$ cat config.mk
export PLATFORM = sky130hd
export DESIGN_NAME = alu_op_sequencer_flat
export DESIGN_NICKNAME = d
export VERILOG_FILES = /design/src/rtl/alu_op_sequencer_if.sv /design/src/rtl/alu_op_sequencer.sv /design/src/flat_wrapper.sv
export SDC_FILE = /design/constraint.sdc
export NUM_CORES = 1
export LEC_CHECK = 0
export BUFFER_PORTS_ARGS = -buffer_cell sky130_fd_sc_hd__buf_2
export CORE_ASPECT_RATIO = 1.5
export CORE_MARGIN = 2
export CORE_UTILIZATION = 30
export CTS_CLUSTER_SIZE = 30
export DETAILED_ROUTE_END_ITERATION = 12
export GPL_ROUTABILITY_DRIVEN = 0
export PLACE_DENSITY_LB_ADDON = 0.2
export SLEW_MARGIN = 20
export SYNTH_ARGS = -nofsm -noshare
export SYNTH_HDL_FRONTEND = slang
export SYNTH_SLANG_ARGS = --single-unit
$ cat constraint.sdc
create_clock -name clk -period 1.7 [get_ports clk]
set_input_delay 0.255 -clock clk [delete_from_list [all_inputs] [get_ports clk]]
set_output_delay 0.255 -clock clk [all_outputs]
set_load 0.005 [all_outputs]
$ cat src/rtl/alu_op_sequencer_if.sv
// Interface bundling the sequencer's command, bus, ALU and result signals.
//   master: upstream control / bus / ALU side (drives start, operands, ALU results, res_ready)
//   slave : the sequencer itself (drives ALU controls, result, flags, busy, res_valid)
interface alu_op_sequencer_if #(
  parameter int unsigned DW = 8
);
  logic          start;
  logic          m_in;
  logic [3:0]    s_in;
  logic [DW-1:0] bus_in;
  logic          bus_we;
  logic [DW-1:0] alu_t;
  logic          alu_cf;
  logic          alu_zf;
  logic          alu_m;
  logic [3:0]    alu_s;
  logic [DW-1:0] alu_a;
  logic [DW-1:0] alu_b;
  logic          busy;
  logic [DW-1:0] res;
  logic          cf;
  logic          zf;
  logic          res_valid;
  logic          res_ready;

  modport master (
    output start, m_in, s_in, bus_in, bus_we, alu_t, alu_cf, alu_zf, res_ready,
    input  alu_m, alu_s, alu_a, alu_b, busy, res, cf, zf, res_valid
  );

  modport slave (
    input  start, m_in, s_in, bus_in, bus_we, alu_t, alu_cf, alu_zf, res_ready,
    output alu_m, alu_s, alu_a, alu_b, busy, res, cf, zf, res_valid
  );
endinterface

$ cat src/rtl/alu_op_sequencer.sv
// Operand/command sequencer in front of the 8-bit combinational ALU.
// Latches an op (m,s), collects operand A then B from the shared bus, holds the ALU inputs
// for one EXEC cycle, registers result and CF/ZF, then offers them under valid/ready.
//   clk : rising-edge clock
//   rst : asynchronous active-high reset
//   sif : alu_op_sequencer_if.slave (command, bus, ALU inputs/outputs, result handshake)
module alu_op_sequencer #(
  parameter int unsigned DW        = 8,
  parameter bit          FLAG_HOLD = 1'b1
) (
  input logic               clk,
  input logic               rst,
  alu_op_sequencer_if.slave sif
);

  localparam logic [2:0] StIdle  = 3'd0;
  localparam logic [2:0] StLoadA = 3'd1;
  localparam logic [2:0] StLoadB = 3'd2;
  localparam logic [2:0] StExec  = 3'd3;
  localparam logic [2:0] StDone  = 3'd4;

  localparam logic [3:0] SelAdd = 4'b1001;
  localparam logic [3:0] SelSub = 4'b0110;

  logic [2:0]    state_q, state_d;
  logic          alu_m_q;
  logic [3:0]    alu_s_q;
  logic [DW-1:0] alu_a_q, alu_b_q, res_q;
  logic          cf_q, zf_q;
  logic          flags_we;

  always_comb begin
    state_d = state_q;
    unique case (state_q)
      StIdle:  if (sif.start)     state_d = StLoadA;
      StLoadA: if (sif.bus_we)    state_d = StLoadB;
      StLoadB: if (sif.bus_we)    state_d = StExec;
      StExec:                     state_d = StDone;
      StDone:  if (sif.res_ready) state_d = StIdle;
      default:                    state_d = StIdle;
    endcase
  end

  // With FLAG_HOLD only arithmetic ops (ADD/SUB in arithmetic mode) touch CF/ZF.
  always_comb begin
    flags_we = 1'b0;
    if (state_q == StExec) begin
      flags_we = !FLAG_HOLD || (alu_m_q && (alu_s_q == SelAdd || alu_s_q == SelSub));
    end
  end

  always_ff @(posedge clk or posedge rst) begin
    if (rst) begin
      state_q <= StIdle;
      alu_m_q <= 1'b0;
      alu_s_q <= '0;
      alu_a_q <= '0;
      alu_b_q <= '0;
      res_q   <= '0;
      cf_q    <= 1'b0;
      zf_q    <= 1'b0;
    end else begin
      state_q <= state_d;
      if (state_q == StIdle && sif.start) begin
        alu_m_q <= sif.m_in;
        alu_s_q <= sif.s_in;
      end
      if (state_q == StLoadA && sif.bus_we) alu_a_q <= sif.bus_in;
      if (state_q == StLoadB && sif.bus_we) alu_b_q <= sif.bus_in;
      if (state_q == StExec) res_q <= sif.alu_t;
      if (flags_we) begin
        cf_q <= sif.alu_cf;
        zf_q <= sif.alu_zf;
      end
    end
  end

  assign sif.alu_m     = alu_m_q;
  assign sif.alu_s     = alu_s_q;
  assign sif.alu_a     = alu_a_q;
  assign sif.alu_b     = alu_b_q;
  assign sif.res       = res_q;
  assign sif.cf        = cf_q;
  assign sif.zf        = zf_q;
  assign sif.busy      = (state_q != StIdle);
  // DONE is the only state holding a presentable result.
  assign sif.res_valid = (state_q == StDone);

endmodule

$ cat src/flat_wrapper.sv
// flat-port wrapper written by rule: the top's interface ports become plain ports
module alu_op_sequencer_flat 
#(
  parameter int unsigned DW        = 8,
  parameter bit          FLAG_HOLD = 1'b1
)
  (clk, rst, sif_start, sif_m_in, sif_s_in, sif_bus_in, sif_bus_we, sif_alu_t, sif_alu_cf, sif_alu_zf, sif_res_ready, sif_alu_m, sif_alu_s, sif_alu_a, sif_alu_b, sif_busy, sif_res, sif_cf, sif_zf, sif_res_valid);
  alu_op_sequencer_if #(.DW(DW)) sif_i ();
  input logic clk;
  input logic rst;
  input wire logic [$bits(sif_i.start)-1:0] sif_start;
  input wire logic [$bits(sif_i.m_in)-1:0] sif_m_in;
  input wire logic [$bits(sif_i.s_in)-1:0] sif_s_in;
  input wire logic [$bits(sif_i.bus_in)-1:0] sif_bus_in;
  input wire logic [$bits(sif_i.bus_we)-1:0] sif_bus_we;
  input wire logic [$bits(sif_i.alu_t)-1:0] sif_alu_t;
  input wire logic [$bits(sif_i.alu_cf)-1:0] sif_alu_cf;
  input wire logic [$bits(sif_i.alu_zf)-1:0] sif_alu_zf;
  input wire logic [$bits(sif_i.res_ready)-1:0] sif_res_ready;
  output wire logic [$bits(sif_i.alu_m)-1:0] sif_alu_m;
  output wire logic [$bits(sif_i.alu_s)-1:0] sif_alu_s;
  output wire logic [$bits(sif_i.alu_a)-1:0] sif_alu_a;
  output wire logic [$bits(sif_i.alu_b)-1:0] sif_alu_b;
  output wire logic [$bits(sif_i.busy)-1:0] sif_busy;
  output wire logic [$bits(sif_i.res)-1:0] sif_res;
  output wire logic [$bits(sif_i.cf)-1:0] sif_cf;
  output wire logic [$bits(sif_i.zf)-1:0] sif_zf;
  output wire logic [$bits(sif_i.res_valid)-1:0] sif_res_valid;
  assign sif_i.start = sif_start;
  assign sif_i.m_in = sif_m_in;
  assign sif_i.s_in = sif_s_in;
  assign sif_i.bus_in = sif_bus_in;
  assign sif_i.bus_we = sif_bus_we;
  assign sif_i.alu_t = sif_alu_t;
  assign sif_i.alu_cf = sif_alu_cf;
  assign sif_i.alu_zf = sif_alu_zf;
  assign sif_i.res_ready = sif_res_ready;
  assign sif_alu_m = sif_i.alu_m;
  assign sif_alu_s = sif_i.alu_s;
  assign sif_alu_a = sif_i.alu_a;
  assign sif_alu_b = sif_i.alu_b;
  assign sif_busy = sif_i.busy;
  assign sif_res = sif_i.res;
  assign sif_cf = sif_i.cf;
  assign sif_zf = sif_i.zf;
  assign sif_res_valid = sif_i.res_valid;
  alu_op_sequencer #(.DW(DW), .FLAG_HOLD(FLAG_HOLD)) u_core (.clk(clk), .rst(rst), .sif(sif_i));
endmodule
; ---- After elaboration in Yosys (flattened, before gate mapping)
; Cells that the tools add are included.
[word_totals]
reg_bits = 34
latchBits = 0
mem_bits_rw = 0
romBits = 0
in_bits = 28
output_inout_bits = 33
memories = 0
[op_classes]
add_sub_neg = 0
multipliers = 0
n_div = 0
n_lt_le_gt_ge = 0
eq_ne = 10
shifts = 0
muxes = 6
bitwise_logic = 0
n_reduce_logical = 8
[op_table]
columns = op, n
row1 = case mux 3 bit (5 select lines), 1
row2 = two-way mux 3 bit, 4
row3 = "!= test 2 bit, second input constant", 4
row4 = "== test 3 x 2 -> 1 bit, second input constant", 2
row5 = "== test 4 x 3 -> 1 bit, second input constant", 1
row6 = "== test 4 bit, second input constant", 1
row7 = logical AND 1 bit, 4
row8 = AND reduction 4 bit, 1
row9 = "== test 3 x 1 -> 1 bit, second input constant", 1
row10 = "== test 3 bit, second input constant", 1
row11 = zero test 3 bit, 1
row12 = nonzero test 3 bit, 1
row13 = logical OR 1 bit, 1
row14 = two-way mux 1 bit, 1

; ---- Depth between registers and ports, before layout
[depth]
ltp_word = 4
ltp_mapped = 4

; ---- Worst setup path after synthesis
; Ideal clock, no wire load.
[synth_path]
kind = register -> register
from = register u_core.state_q[2]
to = register u_core.alu_m_q (netlist: u_core.sif.alu_m)
setup_time_ns = 0.125
t_arrival_ns = 1.344
required_time_ns = 1.575
path_slack_ns = 0.231
stages_incl_launch_ff = 5
cell_sequence = dfrtp_1 -> buf_6 -> or3_4 -> nor2_8 -> mux2_4
[synth_between]
elab_chain_len = 2
[synth_lines]
columns = item, line_no
row1 = start: declaration, alu_op_sequencer.sv:25  ; logic [2:0] state_q, state_d;
row2 = start signal: assignment, alu_op_sequencer.sv:54  ; state_q <= StIdle;
row3 = start signal: assignment, alu_op_sequencer.sv:63  ; state_q <= state_d;
row4 = zero test 3 bit, alu_op_sequencer.sv:64  ; if (state_q == StIdle && sif.start) begin
row5 = logical AND 1 bit, alu_op_sequencer.sv:64
row6 = end signal: assignment, alu_op_sequencer.sv:65  ; alu_m_q <= sif.m_in;
row7 = end: declaration, alu_op_sequencer.sv:26  ; logic alu_m_q;
; Every way passes these cells.
; A chain may end at the register's enable or synchronous reset.

; ---- Final worst setup path
[layout_path]
from = register u_core.state_q[2]
to = output sif_busy
[layout_between]
elab_chain_len = 1
[layout_lines]
columns = item, line_no
row1 = nonzero test 3 bit, alu_op_sequencer.sv:85  ; assign sif.busy = (state_q != StIdle);
row2 = end: declaration, flat_wrapper.sv:24  ; output wire logic [$bits(sif_i.busy)-1:0] sif_busy;
; Every way passes these cells.

==> run_results.csv <==
group,metric,value,unit
layout,seq_area,851,um2
critical_path,end_kind,"primary output",
synth,ys_ff_latch,34,
cts,cts_max_level,2,
timing,worstMarginPinSlew,448,ps
cts,path_clk_slew,60,ps
floorplan,start_util,31.1,%
layout,drive_gt1_share,68.2,%
synth,syn_avg_cell_area,15.9,um2
cts,cts_sinks,34,
floorplan,die_y,87.6,um
synth,synth_cell_type_count,19,
drt,drc,0,
cts,cts_tree,"yes",
drt,routed_via_density,4.73,
cts,clock_latency,280,ps
run,cap_violations,0,
timing,rsz0062_at_grt,"false",
cts,numCtsBuffers,5,
critical_path,crit_required,1440,ps
timing,skew,4.67,ps
timing,slew_headroom,70.0,%
floorplan,die_area,5240,um2
timing,hold_viol,3,
timing,post-route-period-util,94.6,%
cts,postCtsHoldBufs,0,
timing,max_freq,0.622,GHz
floorplan,io_pins,61,
global_route,antenna_found_initial,0,
pwr,power.density,1850,nW/um2
floorplan,die_w,59.8,um
cts,clockRootBuffer,"clkbuf_8",
critical_path,reg2reg_depth,3,
global_route,track_usage,12.1,%
layout,final_area,1870,um2
layout,nNetsFinal,184,
pwr,ir_worst_vdd,0.000642,V
cts,ctsResizeCount,0,
synth,netlist_area,1400,um2
floorplan,coreArea,4500,um2
layout,n_antenna_cell,0,
timing,tns,0,ps
timing,finalSetupViolations,0,
drt,ant_nets,0,
critical_path,crit_path_max_fanout,8,
worst_hold_path,hold_class,"in -> async",
layout,mostFrequentLayoutCells,"buf_2, dfrtp_1, mux2_2",
floorplan,rows,30,
timing,whs,-0.400,ps
place,io_buffers,60,
drt,drt_first_pass_iters,2,
timing,finalCriticalPeriod,1610,ps
global_route,grt_pass1_vias,1068,
layout,mostFrequentLayoutCell,"buf_2",
cts,postCtsSetupRepairBufs,0,
cts,clockBufferDepth,2,
synth,synth_nets,116,
synth,syn_inst,88,
drt,drt_iter0_drc,23,
place,dp_hpwl,2260,um
critical_path,critPathLaunchType,"register",
drt,wl_per_cell,13.8,um
synth,yosys_warnings,0,
place,place_area,1760,um2
critical_path,crit_type,"reg -> out",
global_route,grt_pass1_wl,4770,um
status,status,"complete, but fails checks",
layout,multi_input_area,518,um2
synth,yosysSeqAreaShare,60.8,%
layout,n_fill_cell,462,
timing,drv_slew,0,
critical_path,crit_arrival,1350,ps
layout,area_growth,33.9,%
drt,vias,970,
layout,postLayoutCoreUtil,41.6,%
status,violations,"negative hold slack",
global_route,grt_start_max_net_pins,19,
pwr,cellLeakagePower,0.928,nW
global_route,grt_overflow,0,
drt,routed_wl,2840,um
routing by layer:
metal / routed length (um) / up-vias / GRT usage [%]
li1: - / 447 / -
met1: 1010 / 480 / 13.1
met4: 61 / 0 / 6.06
met5: 0 / - / 0
met2: 1570 / 36 / 20.8
met3: 189 / 7 / 3.84
final timing paths:
check	startpoint	end	slack [ps]
min reg2reg	u_core.sif.alu_b[4]	u_core.sif.alu_b[4]	500
min in group clk	sif_res_ready	u_core.state_q[2]	160
max in group asynchronous	rst	u_core.sif.res[4]	1490
max reg2reg	u_core.state_q[2]	u_core.sif.alu_s[0]	200
max	u_core.state_q[2]	sif_busy	90
min	rst	u_core.sif.alu_b[0]	-0.4
kinds of logic (layout without fill, tap and decap cells):
kind of cell	after synthesis	in the layout	share of synthesized area [%]
multiplexers	32	32	27.1
flip-flops	34	34	60.8
AND/OR/NAND/NOR	13	13	8.32
AO/OA/AOI/OAI	4	4	1.61
buffers and inverters	5	74	2.15
cells in the mapped netlist, drive strengths merged:
cell type / instances / share of area (%)
and4b: 1 / 0.72
a211oi: 1 / 0.54
nor4bb: 2 / 1.4
nand3b: 2 / 1.1
nand2: 2 / 0.54
buf: 2 / 1.3
a21oi: 1 / 0.36
nor2: 3 / 2.1
or3: 1 / 0.80
inv: 3 / 0.80
nand2b: 1 / 0.45
dfrtp: 34 / 61
o21ai: 2 / 0.72
nor3: 1 / 1.2
mux2: 32 / 27
state kept, by name (all words and copies together) (netlist names):
name / count
u_core.sif.cf: 1
u_core.sif.alu_s: 4
u_core.sif.alu_m: 1
u_core.state_q: 3
u_core.sif.zf: 1
u_core.sif.alu_a: 8
u_core.sif.res: 8
u_core.sif.alu_b: 8
cell type report:
class,count,share of cell area (%)
Clock buffer,8,5.88
Inverter,3,0.601
Multi-Input combinational cell,49,27.7
Sequential cell,34,45.4
Tap cell,48,3.21
Timing Repair Buffer,63,17.2
worst max-delay path, cell delays in order (launching register included):
cell and delay (ps):
dfrtp_1 470, or3_4 460, buf_2 150
where the power goes:
group | total (mW) | internal (mW) | switching [mW]
clock | 0.681 | 0.409 | 0.272
sequential | 1.50 | 1.22 | 0.276
combinational | 1.28 | 0.803 | 0.475
stage by stage:
| step | hold slack (ps) | total power [mW] | instances | setup WS (ps) |
|---|---|---|---|---|
| 2_1_floorplan | 362 | 2.27 | 88 | 231 |
| 3_3_place_gp | 307 | 2.76 | 197 | 224 |
| 3_5_place_dp | 308 | 2.84 | 197 | 192 |
| 4_1_cts | 4.76 | 3.53 | 205 | 78.5 |
| 5_1_grt | 34.3 | 3.72 | 205 | 42.6 |
| 6_report | -0.400 | 3.46 | 205 | 92.5 |
Note: power is estimated with default switching activity, not from simulation.
